--- config.mk ---
export PLATFORM = sky130hd
export DESIGN_NAME = felica_reader_tx
export DESIGN_NICKNAME = d
export VERILOG_FILES = /design/src/rtl/felica_reader_tx.sv
export SDC_FILE = /design/constraint.sdc
export NUM_CORES = 1
export LEC_CHECK = 0
export BUFFER_PORTS_ARGS = -buffer_cell sky130_fd_sc_hd__clkbuf_2
export CAP_MARGIN = 20
export CORE_MARGIN = 4
export CORE_UTILIZATION = 45
export DETAILED_ROUTE_END_ITERATION = 8
export GPL_ROUTABILITY_DRIVEN = 1
export HOLD_SLACK_MARGIN = 0.06
export PLACE_DENSITY_LB_ADDON = 0.05
export SLEW_MARGIN = 20
export SYNTH_ARGS = -nofsm -noshare
export SYNTH_HDL_FRONTEND = slang
export SYNTH_SLANG_ARGS = --single-unit
--- constraint.sdc ---
create_clock -name ck_1356meg -period 1.71 [get_ports ck_1356meg]
set_input_delay 0.342 -clock ck_1356meg [delete_from_list [all_inputs] [get_ports ck_1356meg]]
set_output_delay 0.342 -clock ck_1356meg [all_outputs]
set_load 0.005 [all_outputs]
--- src/rtl/felica_reader_tx.sv ---
// Reader-side FeliCa / NFC-F frame transmitter.
// Sends preamble + SYNC + payload, Manchester-encoded at 212 or 424 kbps.
module felica_reader_tx #(
    parameter int unsigned PREAMBLE_BYTES = 6,
    parameter logic [15:0] SYNC_WORD      = 16'hB24D
) (
    input  logic       ck_1356meg,
    input  logic       rst_n,
    input  logic       speed,
    input  logic       start,
    input  logic [7:0] tx_data,
    input  logic       tx_last,
    input  logic       tx_valid,
    output logic       tx_ready,
    output logic       busy,
    output logic       mod_out,
    output logic       tx_bit,
    output logic       done,
    output logic       err
);

    localparam logic [6:0] PRE_LAST = 7'(PREAMBLE_BYTES * 8 - 1);

    typedef enum logic [2:0] {
        S_IDLE,
        S_PRE,
        S_SYNC,
        S_DATA,
        S_TAIL
    } state_t;

    state_t     state;
    logic       fast;
    logic [5:0] phase;
    logic [6:0] bit_cnt;
    logic [7:0] shift;
    logic       shift_last;
    logic [7:0] hold_data;
    logic       hold_last;

    logic [5:0] last_phase;
    logic [5:0] half;
    logic       bit_end;
    logic       byte_start;
    logic       load;
    logic       move;
    logic       underrun;
    logic       cur_bit;
    logic       enc;

    // tx_ready doubles as the "hold empty" flag
    always_comb begin
        last_phase = fast ? 6'd31 : 6'd63;
        half       = fast ? 6'd16 : 6'd32;
        bit_end    = (phase == last_phase);
        byte_start = (state == S_DATA) && (phase == 6'd0)
                     && (bit_cnt[2:0] == 3'd0);
        load       = tx_valid & tx_ready;
        move       = byte_start & ~tx_ready;
        underrun   = byte_start & tx_ready;
        cur_bit    = 1'b0;
        unique case (state)
            S_SYNC:  cur_bit = SYNC_WORD[~bit_cnt[3:0]];
            S_DATA:  cur_bit = move ? hold_data[7] : shift[7];
            default: cur_bit = 1'b0;
        endcase
        enc = (phase < half) ? cur_bit : ~cur_bit;
    end

    always_ff @(posedge ck_1356meg or negedge rst_n) begin
        if (!rst_n) begin
            state      <= S_IDLE;
            fast       <= 1'b0;
            phase      <= 6'd0;
            bit_cnt    <= 7'd0;
            shift      <= 8'd0;
            shift_last <= 1'b0;
            hold_data  <= 8'd0;
            hold_last  <= 1'b0;
            tx_ready   <= 1'b1;
            busy       <= 1'b0;
            mod_out    <= 1'b0;
            tx_bit     <= 1'b0;
            done       <= 1'b0;
            err        <= 1'b0;
        end else begin
            done <= 1'b0;
            err  <= 1'b0;
            if (load) begin
                hold_data <= tx_data;
                hold_last <= tx_last;
                tx_ready  <= 1'b0;
            end
            unique case (state)
                S_IDLE: begin
                    mod_out <= 1'b0;
                    tx_bit  <= 1'b0;
                    if (start) begin
                        // this edge already emits phase 0 of the first bit
                        fast    <= speed;
                        state   <= S_PRE;
                        busy    <= 1'b1;
                        phase   <= 6'd1;
                        bit_cnt <= 7'd0;
                    end
                end
                default: begin
                    if (underrun) begin
                        state    <= S_IDLE;
                        mod_out  <= 1'b0;
                        tx_bit   <= 1'b0;
                        busy     <= 1'b0;
                        err      <= 1'b1;
                        tx_ready <= 1'b1;
                        phase    <= 6'd0;
                        bit_cnt  <= 7'd0;
                    end else begin
                        mod_out <= (state == S_TAIL) ? 1'b0 : enc;
                        tx_bit  <= cur_bit;
                        if (move) begin
                            shift      <= hold_data;
                            shift_last <= hold_last;
                            tx_ready   <= 1'b1;
                        end
                        phase <= bit_end ? 6'd0 : phase + 6'd1;
                        if (bit_end) begin
                            unique case (state)
                                S_PRE: begin
                                    if (bit_cnt == PRE_LAST) begin
                                        state   <= S_SYNC;
                                        bit_cnt <= 7'd0;
                                    end else begin
                                        bit_cnt <= bit_cnt + 7'd1;
                                    end
                                end
                                S_SYNC: begin
                                    if (bit_cnt == 7'd15) begin
                                        state   <= S_DATA;
                                        bit_cnt <= 7'd0;
                                    end else begin
                                        bit_cnt <= bit_cnt + 7'd1;
                                    end
                                end
                                S_DATA: begin
                                    shift <= {shift[6:0], 1'b0};
                                    if (bit_cnt[2:0] == 3'd7) begin
                                        bit_cnt <= 7'd0;
                                        if (shift_last) state <= S_TAIL;
                                    end else begin
                                        bit_cnt <= bit_cnt + 7'd1;
                                    end
                                end
                                default: begin
                                    state   <= S_IDLE;
                                    busy    <= 1'b0;
                                    done    <= 1'b1;
                                    bit_cnt <= 7'd0;
                                end
                            endcase
                        end
                    end
                end
            endcase
        end
    end

endmodule

==> results of run 1 <==
-- state kept, by name, indices dropped and copies added, names as in the netlist, 3 cells and up --
signal,count
phase,6
bit_cnt,7
shift,8
state,3
hold_data,8
-- worst max-delay path: stages, from the launching register on --
cell and delay (ns):
sky130_fd_sc_hd__dfrtp_1 0.39, sky130_fd_sc_hd__buf_4 0.15, sky130_fd_sc_hd__ha_1 0.22, sky130_fd_sc_hd__and3_4 0.22, sky130_fd_sc_hd__a31oi_4 0.21, sky130_fd_sc_hd__a21oi_1 0.10
sky130_fd_sc_hd__buf_4 0.18, sky130_fd_sc_hd__a32o_1 0.26
-- cells by family after synthesis --
group                      after synthesis  share of synthesized area
xor gates and xnor gates                 1                    0.00398
adders and majority gates                9                     0.0512
DFF                                     41                      0.467
and+or+nand+nor                         75                      0.192
AOI/OAI and AO/OA                       50                      0.172
buffers and inverters                   21                     0.0518
muxes                                   12                     0.0609
-- final timing paths --
kind                                end  slack [ns]  cells after the start
max                            state[0]       -0.14                      7
min                        hold_data[4]        0.09                      2
max reg2reg                    state[0]       -0.14                      7
min reg2reg                    shift[1]        0.51                      2
max in group asynchronous      phase[2]        1.25                      2
min in group ck_1356meg        tx_ready        0.20                      2
-- report_power, final --
group          switching, W  total (W)  internal, W
combinational       0.00104    0.00227      0.00122
sequential         0.000294    0.00162      0.00133
clock              0.000361   0.000800     0.000439
-- placed cells by master, fill, tap and decap left out, types with 2 or more instances in the layout --
cell type / instances
sky130_fd_sc_hd__a41o_1: 2
sky130_fd_sc_hd__o21ai_0: 4
sky130_fd_sc_hd__a31o_1: 2
sky130_fd_sc_hd__a32o_1: 4
sky130_fd_sc_hd__and3_4: 2
sky130_fd_sc_hd__o31ai_1: 2
sky130_fd_sc_hd__dfrtp_1: 40
sky130_fd_sc_hd__ha_1: 6
sky130_fd_sc_hd__and3b_1: 2
sky130_fd_sc_hd__nor2_1: 22
sky130_fd_sc_hd__a31o_2: 3
sky130_fd_sc_hd__nand2_1: 10
sky130_fd_sc_hd__o22ai_2: 2
sky130_fd_sc_hd__nand3_1: 7
sky130_fd_sc_hd__o211ai_1: 2
sky130_fd_sc_hd__mux2_2: 11
sky130_fd_sc_hd__buf_4: 51
sky130_fd_sc_hd__inv_1: 10
sky130_fd_sc_hd__nor2_4: 2
sky130_fd_sc_hd__o22ai_1: 4
sky130_fd_sc_hd__nand4_1: 5
sky130_fd_sc_hd__nor3_1: 5
sky130_fd_sc_hd__o21ai_1: 8
sky130_fd_sc_hd__clkbuf_2: 19
sky130_fd_sc_hd__ha_4: 2
sky130_fd_sc_hd__buf_6: 6
sky130_fd_sc_hd__a21oi_1: 4
sky130_fd_sc_hd__inv_2: 3
sky130_fd_sc_hd__nor3_2: 4
sky130_fd_sc_hd__and3_1: 2
sky130_fd_sc_hd__clkbuf_8: 5
sky130_fd_sc_hd__nand2b_1: 2
-- stage by stage --
step	power [W]	std cells	TNS (ns)	instance area (um2)	hold slack, ns
detailed placement	0.00358	337	-2.37	2700	0.443
CTS	0.00457	350	-2.06	2950	0.111
finish	0.00469	352	-2.09	3020	0.0933
global placement	0.00349	337	-1.54	2700	0.430
floorplan	0.00272	209	-0.416	2210	0.0464
global route	0.00503	352	-4.95	3020	0.151
-- layout make-up --
class	count	area (um2)	share of cell area
clock buffer	6	72.6	0.0240
clock inverter	2	38.8	0.0128
inverter	13	48.8	0.0161
multi-input combinational	147	1210	0.399
sequential	41	1030	0.340
tap	67	83.8	0.0277
timing repair buffer	76	546	0.180
-- what timing repair did --
item                                    CTS  global route
endpoints found under the setup margin   25            28
hold buffers                              0             0
buffers inserted                          5             2
gates resized for setup                  27            13
pin swaps                                12            14
-- layer usage --
metal / routed length (um) / global-route usage
met5: 0 / 0
met4: 87 / 0.0524
met1: 2480 / 0.236
met3: 183 / 0.0394
met2: 2710 / 0.320
==> impl_metrics.sql, run 1 <==
INSERT INTO impl_metrics (metric_group, metric, value, unit) VALUES
('status', 'outcome', 'finished with violations', ''),
('status', 'violations', 'setup timing', ''),
('floorplan', 'die-height', '77.9', 'um'),
('route', 'via_count', '1872', ''),
('route', 'drtPass1Iterations', '4', ''),
('placed_design', 'portBuffers', '19', ''),
('grt', 'grt_antenna_before_repair', '0', ''),
('critical_path', 'worstPathArrival', '2.03', 'ns'),
('clock_network', 'clk_pin_slew', '0.09', 'ns'),
('synth', 'synth.net_count', '232', ''),
('synth', 'number_of_flip_flops_and_latches_in_the_synthesized_netlist', '41', ''),
('timing', 'setup_ws', '-0.140', 'ns'),
('critical_path', 'worst_r2r_startpoint', 'phase[0]', ''),
('timing', 'timing.fmax', '541', 'MHz'),
('critical_path', 'setup_cp_type', 'flop to flop', ''),
('clock_network', 'numClockSinks', '41', ''),
('critical_path', 'startpoint_type', 'flop', ''),
('synth', 'synthMostInstantiatedCell', 'sky130_fd_sc_hd__dfrtp_1', ''),
('synth', 'postSynthCellCount', '209', ''),
('timing', 'relSlewSlack', '0.656', ''),
('route', 'drt-total-wl', '5460', 'um'),
('synth', 'ys_types', '51', ''),
('critical_path', 'cp_data_required_time', '1.89', 'ns'),
('grt', 'largest_net_degree_at_the_start_of_global_routing', '42', ''),
('floorplan', 'effective_utilization_at_floorplan', '0.465', ''),
('finish', 'insertedDiodeCount', '0', ''),
('synth', 'ys.flop_type', 'sky130_fd_sc_hd__dfrtp_1', ''),
('clock_network', 'cts.path.max_buffers', '2', ''),
('route', 'drt_iter0_drc', '119', ''),
('clock_network', 'clk-insertion-delay-late', '0.30', 'ns'),
('floorplan', 'design.die.area', '6070', 'um2'),
('hold_path', 'timing.hold.worst.class', 'input pin to async pin', ''),
('synth', 'synth_area_per_cell', '10.5', 'um2'),
('power_and_ir_drop', 'ir_worst_vdd', '0.000640', 'V'),
('power_and_ir_drop', 'p_per_area', '1550', 'nW/um2'),
('finish', 'drive_gt1_frac', '0.460', ''),
('placed_design', 'globalplace.congestion', '0.871', ''),
('critical_path', 'critical_path_peak_fanout', '11', ''),
('critical_path', 'worstSetupEndpointType', 'flop', ''),
('synth', 'netlist_top_cells_area', 'sky130_fd_sc_hd__dfrtp_1 (46%), sky130_fd_sc_hd__mux2_2 (5.6%), sky130_fd_sc_hd__ha_1 (5.1%), sky130_fd_sc_hd__nor2_1 (4.1%), sky130_fd_sc_hd__o21ai_0 (2.7%)', ''),
('finish', 'num-nets-final', '307', ''),
('route', 'drcViolationCount', '0', ''),
('floorplan', 'die_span_x', '77.9', 'um'),
('route', 'viasPerCell', '5.32', ''),
('timing', 'finalHoldViolations', '0', ''),
('synth', 'ys_top_cells_by_count', 'sky130_fd_sc_hd__dfrtp_1 (40), sky130_fd_sc_hd__nor2_1 (24), sky130_fd_sc_hd__inv_1 (12), sky130_fd_sc_hd__o21ai_0 (12), sky130_fd_sc_hd__mux2_2 (11)', ''),
('run', 'timing.max_cap.violations', '0', ''),
('synth', 'synth-async-reset-ratio', '1.00', ''),
('floorplan', 'ioPinCount', '20', ''),
('synth', 'netlist_area', '2200', 'um2'),
('timing', 'final_max_slew_viol_count', '0', ''),
('timing', 'grt_setup_unrepaired', 'true', ''),
('route', 'wire_per_inst', '15.5', 'um'),
('timing', 'finalClockSkew', '0.0158', 'ns'),
('clock_network', 'tritoncts.num_buffers', '5', ''),
('finish', 'layout.core_utilization', '0.640', ''),
('timing', 'worst-slew-pin-transition', '0.517', 'ns'),
('grt', 'grt_remaining_overflow', '0', ''),
('clock_network', 'cts_htree_levels', '2', ''),
('clock_network', 'cts_tree', 'built', ''),
('floorplan', 'core-area', '4720', 'um2'),
('synth', 'synth.yosys.warnings', '0', ''),
('placed_design', 'post-place-ws', '-0.153', 'ns'),
('finish', 'filler_cell_count', '396', ''),
('floorplan', 'rows', '25', ''),
('synth', 'number_of_flops_mapped_to_enable_cells_by_yosys', '0', ''),
('timing', 'layout_min_cycle_time', '1.85', 'ns'),
('critical_path', 'crit_path_start', 'phase[0]', ''),
('grt', 'wire_length_of_the_first_global_routing_pass', '9180', 'um'),
('synth', 'yosysSeqAreaShare', '0.467', ''),
('timing', 'setup_viol', '26', ''),
('clock_network', 'cts_root_buf', 'sky130_fd_sc_hd__clkbuf_8', ''),
('timing', 'final_min_period_over_clock_period', '1.08', ''),
('finish', 'syn_to_final_growth', '37.5', '%'),
('synth', 'fraction_of_post_synthesis_cell_area_in_the_top_cell_type_by_area', '0.455', ''),
('grt', 'global_route.usage.total', '0.186', ''),
('grt', 'number_of_global_route_vias_before_repair', '2006', ''),
('route', 'final_antenna_net_count', '0', ''),
('synth', 'netlist.top_cell.by_area', 'sky130_fd_sc_hd__dfrtp_1', ''),
('placed_design', 'dp_hpwl', '3850', 'um'),
('power_and_ir_drop', 'power.leakage', '1.42', 'nW');
(Power assumes the default switching activity.)
==> inputs of run 2 (changes only) <==
Settings changed: REMOVE_ABC_BUFFERS set to 1.
==> impl_metrics.sql, run 2 (synthesized netlist as in run 1, its figures left out) <==
INSERT INTO impl_metrics (metric_group, metric, value, unit) VALUES
('critical_path', 'timing.critical_path.slowest_stage_cell', 'sky130_fd_sc_hd__dfrtp_1', ''),
('timing', 'layout_min_cycle_time', '1.88', 'ns'),
('timing', 'finalClockSkew', '0.00926', 'ns'),
('route', 'drt-total-wl', '5290', 'um'),
('route', 'final_antenna_net_count', '0', ''),
('timing', 'worst-slew-pin-transition', '0.519', 'ns'),
('finish', 'largestRegisters', 'hold_data x8, shift x8, bit_cnt x7', ''),
('timing', 'final.hold.worst_slack', '0.107', 'ns'),
('status', 'outcome', 'finished with violations', ''),
('floorplan', 'core-area', '4720', 'um2'),
('finish', 'num-nets-final', '307', ''),
('critical_path', 'worst_r2r_startpoint', 'bit_cnt[1]', ''),
('critical_path', 'reg2reg_slack', '-0.17', 'ns'),
('clock_network', 'cts_tree', 'built', ''),
('power_and_ir_drop', 'power.leakage', '1.42', 'nW'),
('clock_network', 'clk-insertion-delay-late', '0.29', 'ns'),
('floorplan', 'ioPinCount', '20', ''),
('hold_path', 'timing.hold.worst.class', 'input pin to async pin', ''),
('timing', 'grt_setup_unrepaired', 'true', ''),
('clock_network', 'tritoncts.num_buffers', '5', ''),
('route', 'drtPass1Iterations', '4', ''),
('clock_network', 'cts_htree_levels', '2', ''),
('critical_path', 'worstPathArrival', '2.06', 'ns'),
('grt', 'global_route.usage.total', '0.185', ''),
('route', 'drt_iter0_drc', '80', ''),
('clock_network', 'clk_pin_slew', '0.08', 'ns'),
('critical_path', 'timing.critical_path.mode_cell', 'sky130_fd_sc_hd__buf_4', ''),
('route', 'drcViolationCount', '0', ''),
('clock_network', 'holdBufCountCts', '0', ''),
('finish', 'layout.cells.most_common', 'sky130_fd_sc_hd__buf_4', ''),
('critical_path', 'rr_worst_depth', '10', ''),
('power_and_ir_drop', 'total_power', '0.00473', 'W'),
('critical_path', 'cp_cell_sequence', 'inv_1 -> ha_2 -> nor3b_4 -> buf_6 -> nand4_1 -> inv_2 -> buf_4 -> nor2_4 -> buf_4 -> and3b_1', ''),
('placed_design', 'portBuffers', '19', ''),
('run', 'timing.max_cap.violations', '0', ''),
('floorplan', 'die_span_x', '77.9', 'um'),
('timing', 'timing.fmax', '533', 'MHz'),
('placed_design', 'dp_hpwl', '3750', 'um'),
('power_and_ir_drop', 'ir_worst_vdd', '0.000775', 'V'),
('clock_network', 'cts.path.max_buffers', '2', ''),
('critical_path', 'critical_path_peak_fanout', '5', ''),
('power_and_ir_drop', 'p_per_area', '1540', 'nW/um2'),
('timing', 'setup_ws', '-0.165', 'ns'),
('grt', 'grt_antenna_before_repair', '0', ''),
('critical_path', 'worst_r2r_endpoint', 'mod_out', ''),
('route', 'via_count', '1884', ''),
('critical_path', 'startpoint_type', 'flop', ''),
('grt', 'wire_length_of_the_first_global_routing_pass', '9090', 'um'),
('clock_network', 'numClockSinks', '41', ''),
('timing', 'relSlewSlack', '0.654', ''),
('route', 'viasPerCell', '5.35', ''),
('route', 'wire_per_inst', '15.0', 'um'),
('floorplan', 'rows', '25', ''),
('status', 'violations', 'setup timing', ''),
('critical_path', 'worst_path_largest_cell_delay', '0.40', 'ns'),
('timing', 'final_min_period_over_clock_period', '1.10', ''),
('grt', 'number_of_global_route_vias_before_repair', '1925', ''),
('floorplan', 'effective_utilization_at_floorplan', '0.465', ''),
('finish', 'insertedDiodeCount', '0', ''),
('grt', 'grt_remaining_overflow', '0', ''),
('critical_path', 'cp_data_required_time', '1.90', 'ns'),
('placed_design', 'globalplace.congestion', '0.847', ''),
('timing', 'final_max_slew_viol_count', '0', ''),
('finish', 'filler_cell_count', '395', ''),
('finish', 'drive_gt1_frac', '0.474', ''),
('floorplan', 'design.die.area', '6070', 'um2'),
('critical_path', 'setup_cp_type', 'flop to flop', ''),
('critical_path', 'worstSetupEndpointType', 'flop', ''),
('timing', 'finalHoldViolations', '0', ''),
('floorplan', 'die-height', '77.9', 'um'),
('clock_network', 'cts_root_buf', 'sky130_fd_sc_hd__clkbuf_8', ''),
('finish', 'layout.cells.most_common_list', 'sky130_fd_sc_hd__buf_4 (48), sky130_fd_sc_hd__dfrtp_1 (40), sky130_fd_sc_hd__clkbuf_2 (19)', ''),
('timing', 'setup_viol', '25', ''),
('finish', 'syn_to_final_growth', '39.7', '%'),
('grt', 'largest_net_degree_at_the_start_of_global_routing', '42', '');
[run 2: cell counts in the layout (fill, tap and decap cells not counted)]
No cell type changed its count.
[run 2: where the power goes]
group	total (W)	switching [W]	internal [W]
clock network	0.000774	0.000335	0.000438
logic	0.00232	0.00105	0.00127
registers	0.00163	0.000305	0.00133
total	0.00473	0.00169	0.00304
[run 2: layout make-up]
| class | count | area (um2) | area share |
|---|---|---|---|
| clock buffers | 6 | 72.6 | 0.0236 |
| clock inverters | 2 | 38.8 | 0.0126 |
| inverters | 13 | 48.8 | 0.0159 |
| multi-input cells | 147 | 1250 | 0.407 |
| flip-flops and latches | 41 | 1030 | 0.334 |
| well taps | 67 | 83.8 | 0.0273 |
| repair buffers | 76 | 551 | 0.179 |
[run 2: worst max-delay path: cells and delay by family (launching register included)]
kind / cells / cell delay, ns
AND/OR/NAND/NOR: 4 / 0.50
adder cells (fa/ha/maj): 1 / 0.19
buffers and inverters: 5 / 0.67
flip-flops: 1 / 0.40
[run 2: repair_timing]
action	in CTS	in global routing
gates resized for setup	38	19
setup buffers	9	4
pin swaps	19	10
cloned	0	1
endpoints found under the setup margin	25	28
[run 2: how the worst max path moves through the flow]
| stage | endpoint | slack (ns) | cells past startpoint | from |
|---|---|---|---|---|
| 6_report | mod_out | -0.17 | 10 | bit_cnt[1] |
| 5_1_grt | mod_out | -0.26 | 10 | phase[1] |
| 4_1_cts | bit_cnt[5] | -0.11 | 8 | phase[0] |
| 3_5_place_dp | bit_cnt[6] | -0.19 | 7 | bit_cnt[0] |
| 3_3_place_gp | state[0] | -0.14 | 7 | phase[0] |
| 2_1_floorplan | mod_out | -0.48 | 7 | bit_cnt[0] |
[run 2: metal layers]
metal  track usage  vias to the layer above  share of wire
li1              -                      913              -
met4        0.0490                        0          0.014
met2         0.311                       40           0.48
met3        0.0371                       10          0.038
met5             0                        -              0
met1         0.244                      921           0.46
[run 2: through the flow]
stage	setup WS [ns]	util	cells	setup TNS, ns	cell area [um2]
after floorplan	-0.478	-	201	-3.78	2130
after global routing	-0.263	0.650	352	-5.28	3070
after CTS	-0.112	0.625	347	-1.55	2950
after detailed placement	-0.192	0.558	330	-3.10	2640
after global placement	-0.137	0.558	330	-2.21	2640
final	-0.165	0.650	352	-2.18	3070
==> inputs of run 3 (changes only) <==
Settings changed: BUFFER_PORTS_ARGS -buffer_cell sky130_fd_sc_hd__clkbuf_2 to unset, CAP_MARGIN 20 to unset, DONT_BUFFER_PORTS set to 1, RECOVER_POWER set to 50.
==> impl_metrics.sql, run 3 (synthesized netlist as in run 1, its figures left out) <==
INSERT INTO impl_metrics (metric_group, metric, value, unit) VALUES
('hold_path', 'holdPathStages', '1', ''),
('floorplan', 'die_span_x', '77.9', 'um'),
('critical_path', 'cp_cell_sequence', 'ha_2 -> and4b_4 -> and4bb_1 -> a211oi_4 -> buf_4 -> a41o_1 -> a32o_1', ''),
('critical_path', 'timing.critical_path.slowest_stage_cell', 'sky130_fd_sc_hd__dfrtp_1', ''),
('clock_network', 'clk-insertion-delay-late', '0.30', 'ns'),
('finish', 'drive_gt1_frac', '0.398', ''),
('power_and_ir_drop', 'total_power', '0.00464', 'W'),
('finish', 'filler_cell_count', '397', ''),
('placed_design', 'dp_hpwl', '3660', 'um'),
('status', 'outcome', 'finished with violations', ''),
('power_and_ir_drop', 'switching_share', '0.363', ''),
('critical_path', 'startpoint_type', 'flop', ''),
('route', 'via_count', '1779', ''),
('clock_network', 'cts_htree_levels', '2', ''),
('route', 'drtPass1Iterations', '4', ''),
('critical_path', 'critical_path_peak_fanout', '5', ''),
('critical_path', 'worst_path_largest_cell_delay', '0.43', 'ns'),
('finish', 'seq_cell_area', '1030', 'um2'),
('floorplan', 'core-area', '4720', 'um2'),
('finish', 'multiInputGateArea', '1200', 'um2'),
('critical_path', 'rr_worst_depth', '7', ''),
('grt', 'number_of_global_route_vias_before_repair', '1851', ''),
('power_and_ir_drop', 'p_switching', '0.00169', 'W'),
('route', 'drt_iter0_drc', '67', ''),
('finish', 'largestRegisters', 'hold_data x8, shift x8, bit_cnt x7', ''),
('clock_network', 'cts.path.max_buffers', '2', ''),
('grt', 'wire_length_of_the_first_global_routing_pass', '8760', 'um'),
('placed_design', 'placedCellCount', '305', ''),
('route', 'drt-total-wl', '5210', 'um'),
('clock_network', 'cts_tree', 'built', ''),
('critical_path', 'number_of_cells_on_the_critical_path', '7', ''),
('placed_design', 'portBuffers', '0', ''),
('finish', 'syn_to_final_growth', '31.1', '%'),
('finish', 'layout.cells.most_common', 'sky130_fd_sc_hd__buf_4', ''),
('timing', 'grt_setup_unrepaired', 'true', ''),
('timing', 'setup_viol', '16', ''),
('power_and_ir_drop', 'comb_power_share', '0.478', ''),
('timing', 'final_min_period_over_clock_period', '1.09', ''),
('status', 'violations', 'setup timing', ''),
('route', 'viasPerCell', '5.46', ''),
('route', 'drcViolationCount', '0', ''),
('finish', 'insertedDiodeCount', '0', ''),
('critical_path', 'worstPathArrival', '2.10', 'ns'),
('clock_network', 'numClockSinks', '41', ''),
('floorplan', 'rows', '25', ''),
('finish', 'finalNonFillerCells', '326', ''),
('route', 'wire_per_inst', '16.0', 'um'),
('power_and_ir_drop', 'pwr-share-seq', '0.352', ''),
('critical_path', 'gate_family_responsible_for_the_most_delay_along_the_worst_path', 'compound AO/OA/AOI/OAI gates', ''),
('route', 'final_antenna_net_count', '0', ''),
('critical_path', 'cp_data_required_time', '1.94', 'ns'),
('floorplan', 'effective_utilization_at_floorplan', '0.465', ''),
('timing', 'relSlewSlack', '0.326', ''),
('floorplan', 'die-height', '77.9', 'um'),
('critical_path', 'worstSetupEndpointType', 'flop', ''),
('clock_network', 'tritoncts.num_buffers', '5', ''),
('clock_network', 'clk_pin_slew', '0.09', 'ns'),
('grt', 'grt_antenna_before_repair', '0', ''),
('timing', 'final_max_slew_viol_count', '0', ''),
('power_and_ir_drop', 'p_int', '0.00295', 'W'),
('power_and_ir_drop', 'p_per_area', '1610', 'nW/um2'),
('power_and_ir_drop', 'ir_worst_vdd', '0.000961', 'V'),
('run', 'timing.max_cap.violations', '0', ''),
('power_and_ir_drop', 'clock_power_share', '0.170', ''),
('floorplan', 'ioPinCount', '20', ''),
('clock_network', 'cts_root_buf', 'sky130_fd_sc_hd__clkbuf_8', ''),
('critical_path', 'critical_path.n_buffers_inverters', '1', ''),
('timing', 'finalHoldViolations', '0', ''),
('grt', 'grt_remaining_overflow', '0', ''),
('timing', 'worst-slew-pin-transition', '1.01', 'ns'),
('finish', 'layout.cells.most_common_list', 'sky130_fd_sc_hd__buf_4 (42), sky130_fd_sc_hd__dfrtp_1 (40), sky130_fd_sc_hd__nor2_1 (22)', ''),
('power_and_ir_drop', 'power.leakage', '1.29', 'nW'),
('timing', 'timing.fmax', '535', 'MHz'),
('critical_path', 'setup_cp_type', 'flop to flop', ''),
('placed_design', 'globalplace.congestion', '0.813', ''),
('finish', 'num-nets-final', '281', ''),
('hold_path', 'timing.hold.worst.class', 'input pin to flop', ''),
('floorplan', 'design.die.area', '6070', 'um2'),
('grt', 'largest_net_degree_at_the_start_of_global_routing', '42', ''),
('timing', 'finalClockSkew', '0.0124', 'ns'),
('timing', 'layout_min_cycle_time', '1.87', 'ns'),
('grt', 'global_route.usage.total', '0.181', ''),
('timing', 'setup_ws', '-0.160', 'ns');
## run 3: path summary, 6_finish.rpt
kind	startpoint	end	slack, ns
max	bit_cnt[1]	state[0]	-0.16
min	tx_valid	tx_ready	0.10
max reg2reg	bit_cnt[1]	state[0]	-0.16
min reg2reg	shift[3]	shift[3]	0.51
max in group asynchronous	rst_n	bit_cnt[4]	0.33
min in group asynchronous	rst_n	shift[6]	0.76
## run 3: stage by stage
| stage | util | cell area (um2) | setup slack, ns | setup TNS (ns) | hold WS [ns] |
|---|---|---|---|---|---|
| after CTS | 0.589 | 2780 | -0.137 | -1.50 | 0.102 |
| final | 0.610 | 2880 | -0.160 | -1.23 | 0.102 |
| after global placement | 0.531 | 2510 | -0.137 | -1.94 | 0.0475 |
| after detailed placement | 0.531 | 2510 | -0.193 | -2.78 | 0.0474 |
| after global routing | 0.610 | 2880 | -0.256 | -4.20 | 0.102 |
| after floorplan | - | 2130 | -0.478 | -3.78 | 0.0464 |
## run 3: power by group through the flow
stage | Combinational (W) | Sequential [W] | Clock (W)
final | 0.00222 | 0.00163 | 0.000791
after global routing | 0.00245 | 0.00168 | 0.000854
after CTS | 0.00200 | 0.00162 | 0.000802
after detailed placement | 0.00179 | 0.00162 | 0
after global placement | 0.00173 | 0.00160 | 0
after floorplan | 0.00105 | 0.00158 | 0
## run 3: timing repair
| action | 4_1_cts | 5_1_grt |
|---|---|---|
| hold endpoints to repair | 41 | 0 |
| endpoints found under the setup margin | 25 | 28 |
| hold buffers | 2 | 0 |
| setup buffers | 7 | 4 |
| cloned | 0 | 1 |
| pin swaps | 11 | 16 |
| resized for setup | 22 | 19 |
## run 3: final cells by class
| type | count | share of cell area |
|---|---|---|
| clock inverters | 2 | 0.0135 |
| well taps | 67 | 0.0291 |
| repair buffers | 50 | 0.141 |
| multi-input cells | 147 | 0.418 |
| inverters | 13 | 0.0169 |
| flip-flops and latches | 41 | 0.356 |
| clock buffers | 6 | 0.0252 |
## run 3: metal layers
layer | vias to the layer above | global-route usage | wire, um
met5 | - | 0 | 0
met2 | 30 | 0.297 | 2510
met4 | 0 | 0.0524 | 58
met3 | 5 | 0.0418 | 179
met1 | 882 | 0.237 | 2460
li1 | 862 | - | -
## run 3: worst register-to-register path: cells and delay by family (launching register included)
family,cells,cell delay [ns]
adders and majority gates,1,0.21
buffers and inverters,1,0.18
DFF,1,0.43
and+or+nand+nor,2,0.39
AOI/OAI and AO/OA,3,0.60
